[config.mk]
export PLATFORM = sky130hd
export DESIGN_NAME = mem_burst_loader
export DESIGN_NICKNAME = d
export VERILOG_FILES = /design/src/rtl/mem_burst_loader.sv
export SDC_FILE = /design/constraint.sdc
export NUM_CORES = 1
export LEC_CHECK = 0
export CORE_ASPECT_RATIO = 1.4
export CORE_MARGIN = 8
export CORE_UTILIZATION = 53
export DETAILED_ROUTE_END_ITERATION = 6
export GPL_TIMING_DRIVEN = 1
export HOLD_SLACK_MARGIN = 0.03
export PLACE_DENSITY = 0.84
export SETUP_SLACK_MARGIN = 0.1
export SLEW_MARGIN = 20
export SYNTH_ARGS = -nofsm -noshare
export SYNTH_HDL_FRONTEND = slang
export SYNTH_SLANG_ARGS = --single-unit
[constraint.sdc]
create_clock -name clk -period 9 [get_ports clk]
set_input_delay 2.25 -clock clk [delete_from_list [all_inputs] [get_ports clk]]
set_output_delay 2.25 -clock clk [all_outputs]
set_load 0.03 [all_outputs]
[src/rtl/mem_burst_loader.sv]
// Burst sequencer in front of the MemoryManager: streams write bursts into a bank
// and reads bursts back out through a 2-entry skid FIFO that hides the read latency.
module mem_burst_loader #(
    parameter int DATA_W = 16,
    parameter int ADDR_W = 16,
    parameter int LEN_W  = 16
) (
    input  logic              clk,
    input  logic              rst,
    input  logic              cmd_valid,
    output logic              cmd_ready,
    input  logic              cmd_write,
    input  logic [1:0]        cmd_sel,
    input  logic [ADDR_W-1:0] cmd_base,
    input  logic [LEN_W-1:0]  cmd_len,
    input  logic [DATA_W-1:0] s_data,
    input  logic              s_valid,
    output logic              s_ready,
    output logic [DATA_W-1:0] m_data,
    output logic              m_valid,
    input  logic              m_ready,
    output logic [DATA_W-1:0] mem_data_in,
    output logic [ADDR_W-1:0] mem_address,
    output logic              mem_write_enable,
    output logic [1:0]        mem_select,
    input  logic [DATA_W-1:0] mem_data_out,
    output logic              busy,
    output logic              done,
    output logic              err
);
    typedef enum logic [1:0] {IDLE, WRITE, READ, DRAIN} state_t;

    state_t            state;
    logic [1:0]        sel_q;
    logic [ADDR_W-1:0] base_q;
    logic [LEN_W-1:0]  len_q;
    logic [LEN_W-1:0]  cnt_q;
    logic              done_q;
    logic              err_q;
    logic              vld_p1;
    logic [DATA_W-1:0] fifo_q [2];
    logic              wr_ptr;
    logic              rd_ptr;
    logic [1:0]        occ;

    logic              wr_fire;
    logic              rd_issue;
    logic              push;
    logic              pop;
    logic              last_cnt;
    logic [ADDR_W-1:0] cur_addr;
    logic [2:0]        committed;

    assign cur_addr = base_q + ADDR_W'(cnt_q);
    assign last_cnt = (cnt_q + LEN_W'(1)) == len_q;
    assign pop      = (occ != 2'd0) && m_ready;
    assign push     = vld_p1;
    assign wr_fire  = (state == WRITE) && s_valid;

    // A word popped this cycle frees its slot, so back-to-back issue sustains full rate.
    assign committed = {1'b0, occ} + {2'b00, vld_p1} - {2'b00, pop};
    assign rd_issue  = (state == READ) && (committed < 3'd2);

    assign cmd_ready        = (state == IDLE);
    assign busy             = (state != IDLE);
    assign s_ready          = (state == WRITE);
    assign m_valid          = (occ != 2'd0);
    assign m_data           = m_valid ? fifo_q[rd_ptr] : '0;
    assign mem_write_enable = wr_fire;
    assign mem_data_in      = wr_fire ? s_data : '0;
    assign mem_address      = (wr_fire || rd_issue) ? cur_addr : '0;
    assign mem_select       = (state == IDLE) ? 2'b00 : sel_q;
    assign done             = done_q;
    assign err              = err_q;

    always_ff @(posedge clk) begin
        if (rst) begin
            state  <= IDLE;
            cnt_q  <= '0;
            done_q <= 1'b0;
            err_q  <= 1'b0;
            vld_p1 <= 1'b0;
            wr_ptr <= 1'b0;
            rd_ptr <= 1'b0;
            occ    <= 2'd0;
        end else begin
            done_q <= 1'b0;
            err_q  <= 1'b0;
            // p0 -> p1: address issued this cycle, data returns next cycle
            vld_p1 <= rd_issue;
            if (push) wr_ptr <= ~wr_ptr;
            if (pop)  rd_ptr <= ~rd_ptr;
            occ <= occ + 2'(push) - 2'(pop);
            case (state)
                IDLE: begin
                    if (cmd_valid) begin
                        if (cmd_sel == 2'b11) begin
                            err_q <= 1'b1;
                        end else if (cmd_len == '0) begin
                            done_q <= 1'b1;
                        end else begin
                            cnt_q <= '0;
                            state <= cmd_write ? WRITE : READ;
                        end
                    end
                end
                WRITE: begin
                    if (wr_fire) begin
                        cnt_q <= cnt_q + LEN_W'(1);
                        if (last_cnt) begin
                            state  <= IDLE;
                            done_q <= 1'b1;
                        end
                    end
                end
                READ: begin
                    if (rd_issue) begin
                        cnt_q <= cnt_q + LEN_W'(1);
                        if (last_cnt) state <= DRAIN;
                    end
                end
                DRAIN: begin
                    if (!vld_p1 && (occ == 2'd0 || (occ == 2'd1 && pop))) begin
                        state  <= IDLE;
                        done_q <= 1'b1;
                    end
                end
                default: state <= IDLE;
            endcase
        end
    end

    always_ff @(posedge clk) begin
        if (state == IDLE && cmd_valid) begin
            sel_q  <= cmd_sel;
            base_q <= cmd_base;
            len_q  <= cmd_len;
        end
        // p1: capture returning read data
        if (push) fifo_q[wr_ptr] <= mem_data_out;
    end
endmodule
==> impl_metrics.tcl, run 1 <==
set metrics [dict create \
    status "completed" \
    synth_area_mm2 0.004996 \
    power_switching_mw 0.6706 \
    grt_use_met3 0.08590 \
    comb_power_share 0.443 \
    min_path_cells 2 \
    track_usage 0.1958 \
    r2r_cells 14 \
    end_kind "output pin" \
    max_slew_margin 0.2639 \
    crit_required_ns 6.75 \
    grt_pass1_wl_mm 19.90 \
    r2r_end "cnt_q[7]" \
    crit_chain "clkdlybuf4s50_1 -> nor2b_1 -> ha_1 -> inv_1 -> ha_1 -> inv_1 -> fa_1 -> xnor2_1 -> a31oi_1 -> buf_4 -> nor3b_1 -> clkdlybuf4s50_1" \
    start_util 0.5371 \
    critPathLaunchType "input port" \
    rr_startpoint "occ[1]" \
    syn_inst 475 \
    path_class "input port to output pin" \
    hold_path_class "register to register" \
    synth_seq_cells 92 \
    hold_buffers 0 \
    rsz0062_at_grt "false" \
    nNetsFinal 689 \
    routed_via_density 5.828 \
    die_x_um 98.06 \
    p_sw_frac 0.3851 \
    cts_max_level 3 \
    core_area_mm2 0.009301 \
    drc 0 \
    cts_buffers 9 \
    max-vdd-ir-drop_uv 192.3 \
    fmax_ghz 0.1333 \
    sequentialPowerShare 0.337 \
    drt-pass1-iter-count 4 \
    r2r_setup_slack_ns 4.89 \
    cts_tree "built" \
    path_max_fanout 16 \
    worstSkewPairLatency_ns 0.35 \
    rows 42 \
    cts_root_buf "clkbuf_16" \
    areaGrowthSynthToFinish_pct 32.68 \
    slew_violations 0 \
    power_density_mw_per_mm2 262.7 \
    clk_pin_slew_worst_paths_ns 0.06 \
    drt_iter0_drc 160 \
    grtUsageMet1 0.1806 \
    dieHeight_um 130.9 \
    drive_gt1_frac 0.04348 \
    place_area_mm2 0.006319 \
    post_cts_buffers 0 \
    hold_viol 0 \
    pwr-share-clk 0.221 \
    ys_warn_count 0 \
    power.internal_mw 1.071 \
    dp_hpwl_mm 9.424 \
    syn_nets 571 \
    numClockSinks 92 \
    cp_data_arrival_time_ns 5.25 \
    maxCapViolations 0 \
    diodes 0 \
    finalSetupTns_ns 0 \
    hold_path.startpoint "rd_ptr" \
    clockBufferDepth 2 \
    fin_util 0.7127 \
    antenna_found_initial 0 \
    grt_pass1_vias 4287 \
    num_vias 4126 \
    critPathTopFamily "buffers and inverters" \
    grt_max_degree 33 \
    synth_area_per_cell_um2 10.52 \
    place_congestion 0.8893 \
    drt-total-wl_mm 12.37 \
    final_area_mm2 0.006629 \
    setup_viol 0 \
    grt-busiest-layer "met2" \
    die_area_mm2 0.01283 \
    grt_overflow_total 0 \
    grt.met2_usage 0.3597 \
    synth_edf_count 66 \
    skew_ns 0.01016 \
    cts_resized 0 \
    layout_min_cycle_time_ns 7.500 \
    port_buffers 128 \
    io_pins 129 \
    tightest_slew_ns 1.101 \
    wl_per_cell_um 17.47 \
    yosysSeqAreaShare 0.5009 \
    ys.flop_type "edfxtp_1" \
    path_buf_inv 5 \
    synthArstFlopShare 0 \
    cpMaxStageDelayCell "clkdlybuf4s50_1" \
    worst_path_largest_cell_delay_ns 0.70 \
    post-route-period-util 0.8333 \
    p_leak_nw 2.430 \
    ys_types 52 \
    ant_nets 0 \
]
## worst reg2reg max path: cells and delay by family (launching register included)
| kind | cells | cell delay, ns |
|---|---|---|
| compound gates | 3 | 0.91 |
| buf+inv | 2 | 0.10 |
| xor+xnor | 1 | 0.19 |
| simple gates | 5 | 1.62 |
| fa+ha+maj | 3 | 0.83 |
| flops | 1 | 0.36 |
## power groups by stage
stage | sequential [mW] | combinational [mW] | clock [mW]
finish | 0.586 | 0.771 | 0.384
CTS | 0.586 | 0.777 | 0.390
global route | 0.595 | 0.834 | 0.408
floorplan | 0.569 | 0.513 | 0
detailed placement | 0.595 | 0.772 | 0
global placement | 0.590 | 0.757 | 0
## layout make-up
| cell class | instances | area (um2) |
|---|---|---|
| inverters | 12 | 45.04 |
| clock inverters | 7 | 82.58 |
| fillers | 665 | 2673 |
| well taps | 110 | 137.6 |
| clock buffers | 9 | 225.2 |
| multi-input cells | 347 | 2332 |
| repair buffers | 131 | 1304 |
| flip-flops and latches | 92 | 2502 |
## stage by stage
step	setup slack (ns)	hold slack, ns	cells	power [mW]
floorplan	2.344	0.4813	475	1.082
global placement	1.609	0.5061	692	1.347
detailed placement	1.530	0.5141	692	1.367
CTS	1.501	0.5299	708	1.753
global route	1.196	0.5698	708	1.837
finish	1.500	0.5331	708	1.741
## synthesized netlist by cell type, drive strengths merged (3+ instances only)
master / count / area (um2)
a21o: 3 / 22.52
dfxtp: 26 / 520.5
and3: 20 / 125.1
nor2: 53 / 198.9
xnor2: 19 / 166.4
buf: 8 / 58.80
or3: 17 / 106.4
a21oi: 25 / 125.1
nor4: 8 / 56.30
o21ai: 26 / 130.1
nand4: 8 / 50.05
clkbuf: 16 / 60.06
nor3: 7 / 35.03
or4: 5 / 37.54
a31oi: 6 / 37.54
nor2b: 13 / 81.33
xor2: 14 / 122.6
and4: 3 / 26.28
nand3: 11 / 55.05
o21a: 4 / 30.03
nor3b: 5 / 37.54
mux2i: 19 / 190.2
ha: 22 / 275.3
nand2b: 6 / 37.54
and2: 8 / 50.05
nand2: 20 / 75.07
edfxtp: 66 / 1982
inv: 12 / 45.05
## per-layer routing
layer | up-vias | share of wire | routed length, um
li1 | 1972 | - | -
met5 | - | 0 | 0
met2 | 179 | 0.51 | 6321
met4 | 0 | 0.025 | 306
met1 | 1947 | 0.36 | 4429
met3 | 28 | 0.11 | 1312
## cells by family (layout without fill, tap and decap cells)
kind of cell / count (synthesis) / after routing / share of synthesized area
buffers and inverters: 36 / 159 / 0.03281
adder cells (fa/ha/maj): 24 / 24 / 0.06311
AND/OR/NAND/NOR: 191 / 191 / 0.2061
AO/OA/AOI/OAI: 78 / 78 / 0.09367
flip-flops: 92 / 92 / 0.5009
XOR/XNOR: 34 / 34 / 0.06236
multiplexers: 20 / 20 / 0.04107
## sequential cells by signal, indices dropped and copies added, names as in the netlist, named ones only
signal and cells:
base_q 16, cnt_q 16, wr_ptr 1, sel_q 2
fifo_q 32, occ 2, err 1, rd_ptr 1
len_q 16, state 2, done 1, push 1
## worst max path at each step
stage | from | slack (ns) | end | cells after the start
global route | m_ready | 1.20 | mem_address[4] | 12
finish | m_ready | 1.50 | mem_address[4] | 12
detailed placement | m_ready | 1.53 | mem_address[4] | 12
CTS | m_ready | 1.50 | mem_address[4] | 12
global placement | m_ready | 1.61 | mem_address[4] | 12
floorplan | m_ready | 2.34 | mem_address[4] | 9
## placed cells by master, fill, tap and decap left out, types with 8 or more instances in the layout
master,Yosys,routed
nor2_1,53,52
dfxtp_1,26,26
inv_1,10,10
xnor2_1,19,19
nand3_1,11,11
and2_1,8,8
xor2_1,14,14
or3_1,17,17
edfxtp_1,66,66
mux2i_1,19,19
nand4_1,8,8
clkdlybuf4s50_1,0,128
a21oi_1,25,25
ha_1,22,22
clkbuf_16,0,9
nand2_1,20,20
o21ai_0,22,22
and3_1,20,20
nor2b_1,13,13
No activity file was read; power rests on OpenSTA's default activity.
==> run 2: changes to the inputs <==
--- a/config.mk
+++ b/config.mk
@@ -7,11 +7,11 @@
 export LEC_CHECK = 0
 export CORE_ASPECT_RATIO = 1.4
 export CORE_MARGIN = 8
-export CORE_UTILIZATION = 53
+export CORE_UTILIZATION = 45
 export DETAILED_ROUTE_END_ITERATION = 6
 export GPL_TIMING_DRIVEN = 1
 export HOLD_SLACK_MARGIN = 0.03
-export PLACE_DENSITY = 0.84
+export PLACE_DENSITY = 0.76
 export SETUP_SLACK_MARGIN = 0.1
 export SLEW_MARGIN = 20
 export SYNTH_ARGS = -nofsm -noshare
==> constraint.sdc (replaced) <==
create_clock -name clk -period 6.6 [get_ports clk]
set_input_delay 1.65 -clock clk [delete_from_list [all_inputs] [get_ports clk]]
set_output_delay 1.65 -clock clk [all_outputs]
set_load 0.03 [all_outputs]
==> impl_metrics.tcl, run 2 (synthesis results as in run 1) <==
set metrics [dict create \
    critPathTopFamily "buffers and inverters" \
    crit_chain "clkdlybuf4s50_1 -> nor2b_1 -> ha_1 -> inv_1 -> ha_1 -> inv_1 -> fa_1 -> xnor2_1 -> a31oi_1 -> buf_4 -> nor3b_1 -> clkdlybuf4s50_1" \
    port_buffers 128 \
    path_buf_inv 5 \
    place_congestion 0.8498 \
    final_cell_mix "clkdlybuf4s50_1 (127), edfxtp_1 (66), nor2_1 (52)" \
    areaGrowthSynthToFinish_pct 33.11 \
    cpMaxStageDelayCell "clkdlybuf4s50_1" \
    num_vias 4000 \
    cts_resized 0 \
    n_fill_cell 909 \
    status "completed" \
    hold_buffers 0 \
    grt_overflow_total 0 \
    worstSkewPairLatency_ns 0.35 \
    grt_use_met3 0.05566 \
    regMostFlops "fifo_q" \
    hold_viol 0 \
    cts_buffers 9 \
    drc 0 \
    multiInputGateArea_mm2 0.002332 \
    track_usage 0.1659 \
    path_max_fanout 16 \
    cts_root_buf "clkbuf_16" \
    grt_max_degree 33 \
    rows 45 \
    grt_pass1_vias 4231 \
    fmax_ghz 0.1592 \
    tightest_slew_ns 1.072 \
    finalSetupTns_ns 0 \
    diodes 0 \
    maxCapViolations 0 \
    final_common_cell "clkdlybuf4s50_1" \
    grtUsageMet1 0.1661 \
    critPathLaunchType "input port" \
    p_leak_nw 2.422 \
    largest_reg_flops 32 \
    nNetsFinal 689 \
    clk_pin_slew_worst_paths_ns 0.06 \
    start_util 0.4622 \
    max_slew_margin 0.2828 \
    drt_iter0_drc 169 \
    grt_pass1_wl_mm 19.85 \
    layout_min_cycle_time_ns 6.281 \
    rsz0062_at_grt "false" \
    cts_max_level 3 \
    grt.met2_usage 0.3000 \
    dp_hpwl_mm 9.428 \
    power_density_mw_per_mm2 353.1 \
    drt-total-wl_mm 12.15 \
    fin_util 0.6152 \
    setup_viol 0 \
    die_x_um 105.1 \
    core_area_mm2 0.01081 \
    post-route-period-util 0.9516 \
    post_cts_buffers 0 \
    finalPower_mw 2.348 \
    antenna_found_initial 0 \
    ant_nets 0 \
    dieHeight_um 140.7 \
    drt-pass1-iter-count 4 \
    routed_via_density 5.413 \
    grt-busiest-layer "met2" \
    crit_required_ns 4.95 \
    skew_ns 0.007194 \
    max-vdd-ir-drop_uv 227.8 \
    numClockSinks 92 \
    cp_data_arrival_time_ns 4.63 \
    wl_per_cell_um 16.45 \
    clockBufferDepth 2 \
    path_class "input port to output pin" \
    io_pins 129 \
    slew_violations 0 \
    drive_gt1_frac 0.04181 \
    worst_path_largest_cell_delay_ns 0.70 \
    die_area_mm2 0.01478 \
    end_kind "output pin" \
    hold_path_class "register to register" \
    cts_tree "built" \
    seqCellArea_mm2 0.002502 \
]
## run 2: cell types whose count changed in the layout (fill, tap and decap cells not counted), sizes merged
cell,previous run,this run
inv,15,13
buf,3,4
clkbuf,9,10
clkdlybuf4s50,128,127
clkinv,2,3
## run 2: worst min-delay path, stage by stage (launching register included)
cell,delay (ns)
dfxtp_1,0.32
xnor2_1,0.09
nor2_1,0.07
## run 2: layout make-up
type	count	area share
Timing Repair Buffer	131	0.1957
Clock inverter	6	0.009595
Tap cell	141	0.02653
Sequential cell	92	0.3763
Clock buffer	10	0.03443
Inverter	12	0.006773
Multi-Input combinational cell	347	0.3507
## run 2: through the flow
stage	cell area (um2)	cells	setup slack [ns]	hold WS, ns
2_1_floorplan	4996	475	1.144	0.4813
3_3_place_gp	6355	723	0.3813	0.5022
3_5_place_dp	6357	723	0.3066	0.5033
4_1_cts	6650	739	0.2995	0.5238
5_1_grt	6650	739	0.1143	0.5653
6_report	6650	739	0.3193	0.5182
## run 2: where the power goes
part	leakage [nW]	internal (mW)	switching, mW	total (mW)
clock network	0.140	0.293	0.212	0.505
registers	0.825	0.728	0.0681	0.796
logic	1.46	0.431	0.617	1.05
total	2.42	1.45	0.897	2.35
## run 2: final timing paths
check | start | cells past startpoint | slack [ns] | end
hold reg to reg | rd_ptr | 2 | 0.52 | register
hold / removal | rd_ptr | 2 | 0.52 | register
setup / recovery | m_ready | 12 | 0.32 | mem_address[4]
setup reg to reg | occ[1] | 14 | 2.50 | cnt_q[7]
## run 2: per-layer routing
metal,wire length (um),up-vias
met5,0,-
met2,6380,141
met3,954,19
met4,283,0
li1,-,1974
met1,4535,1866
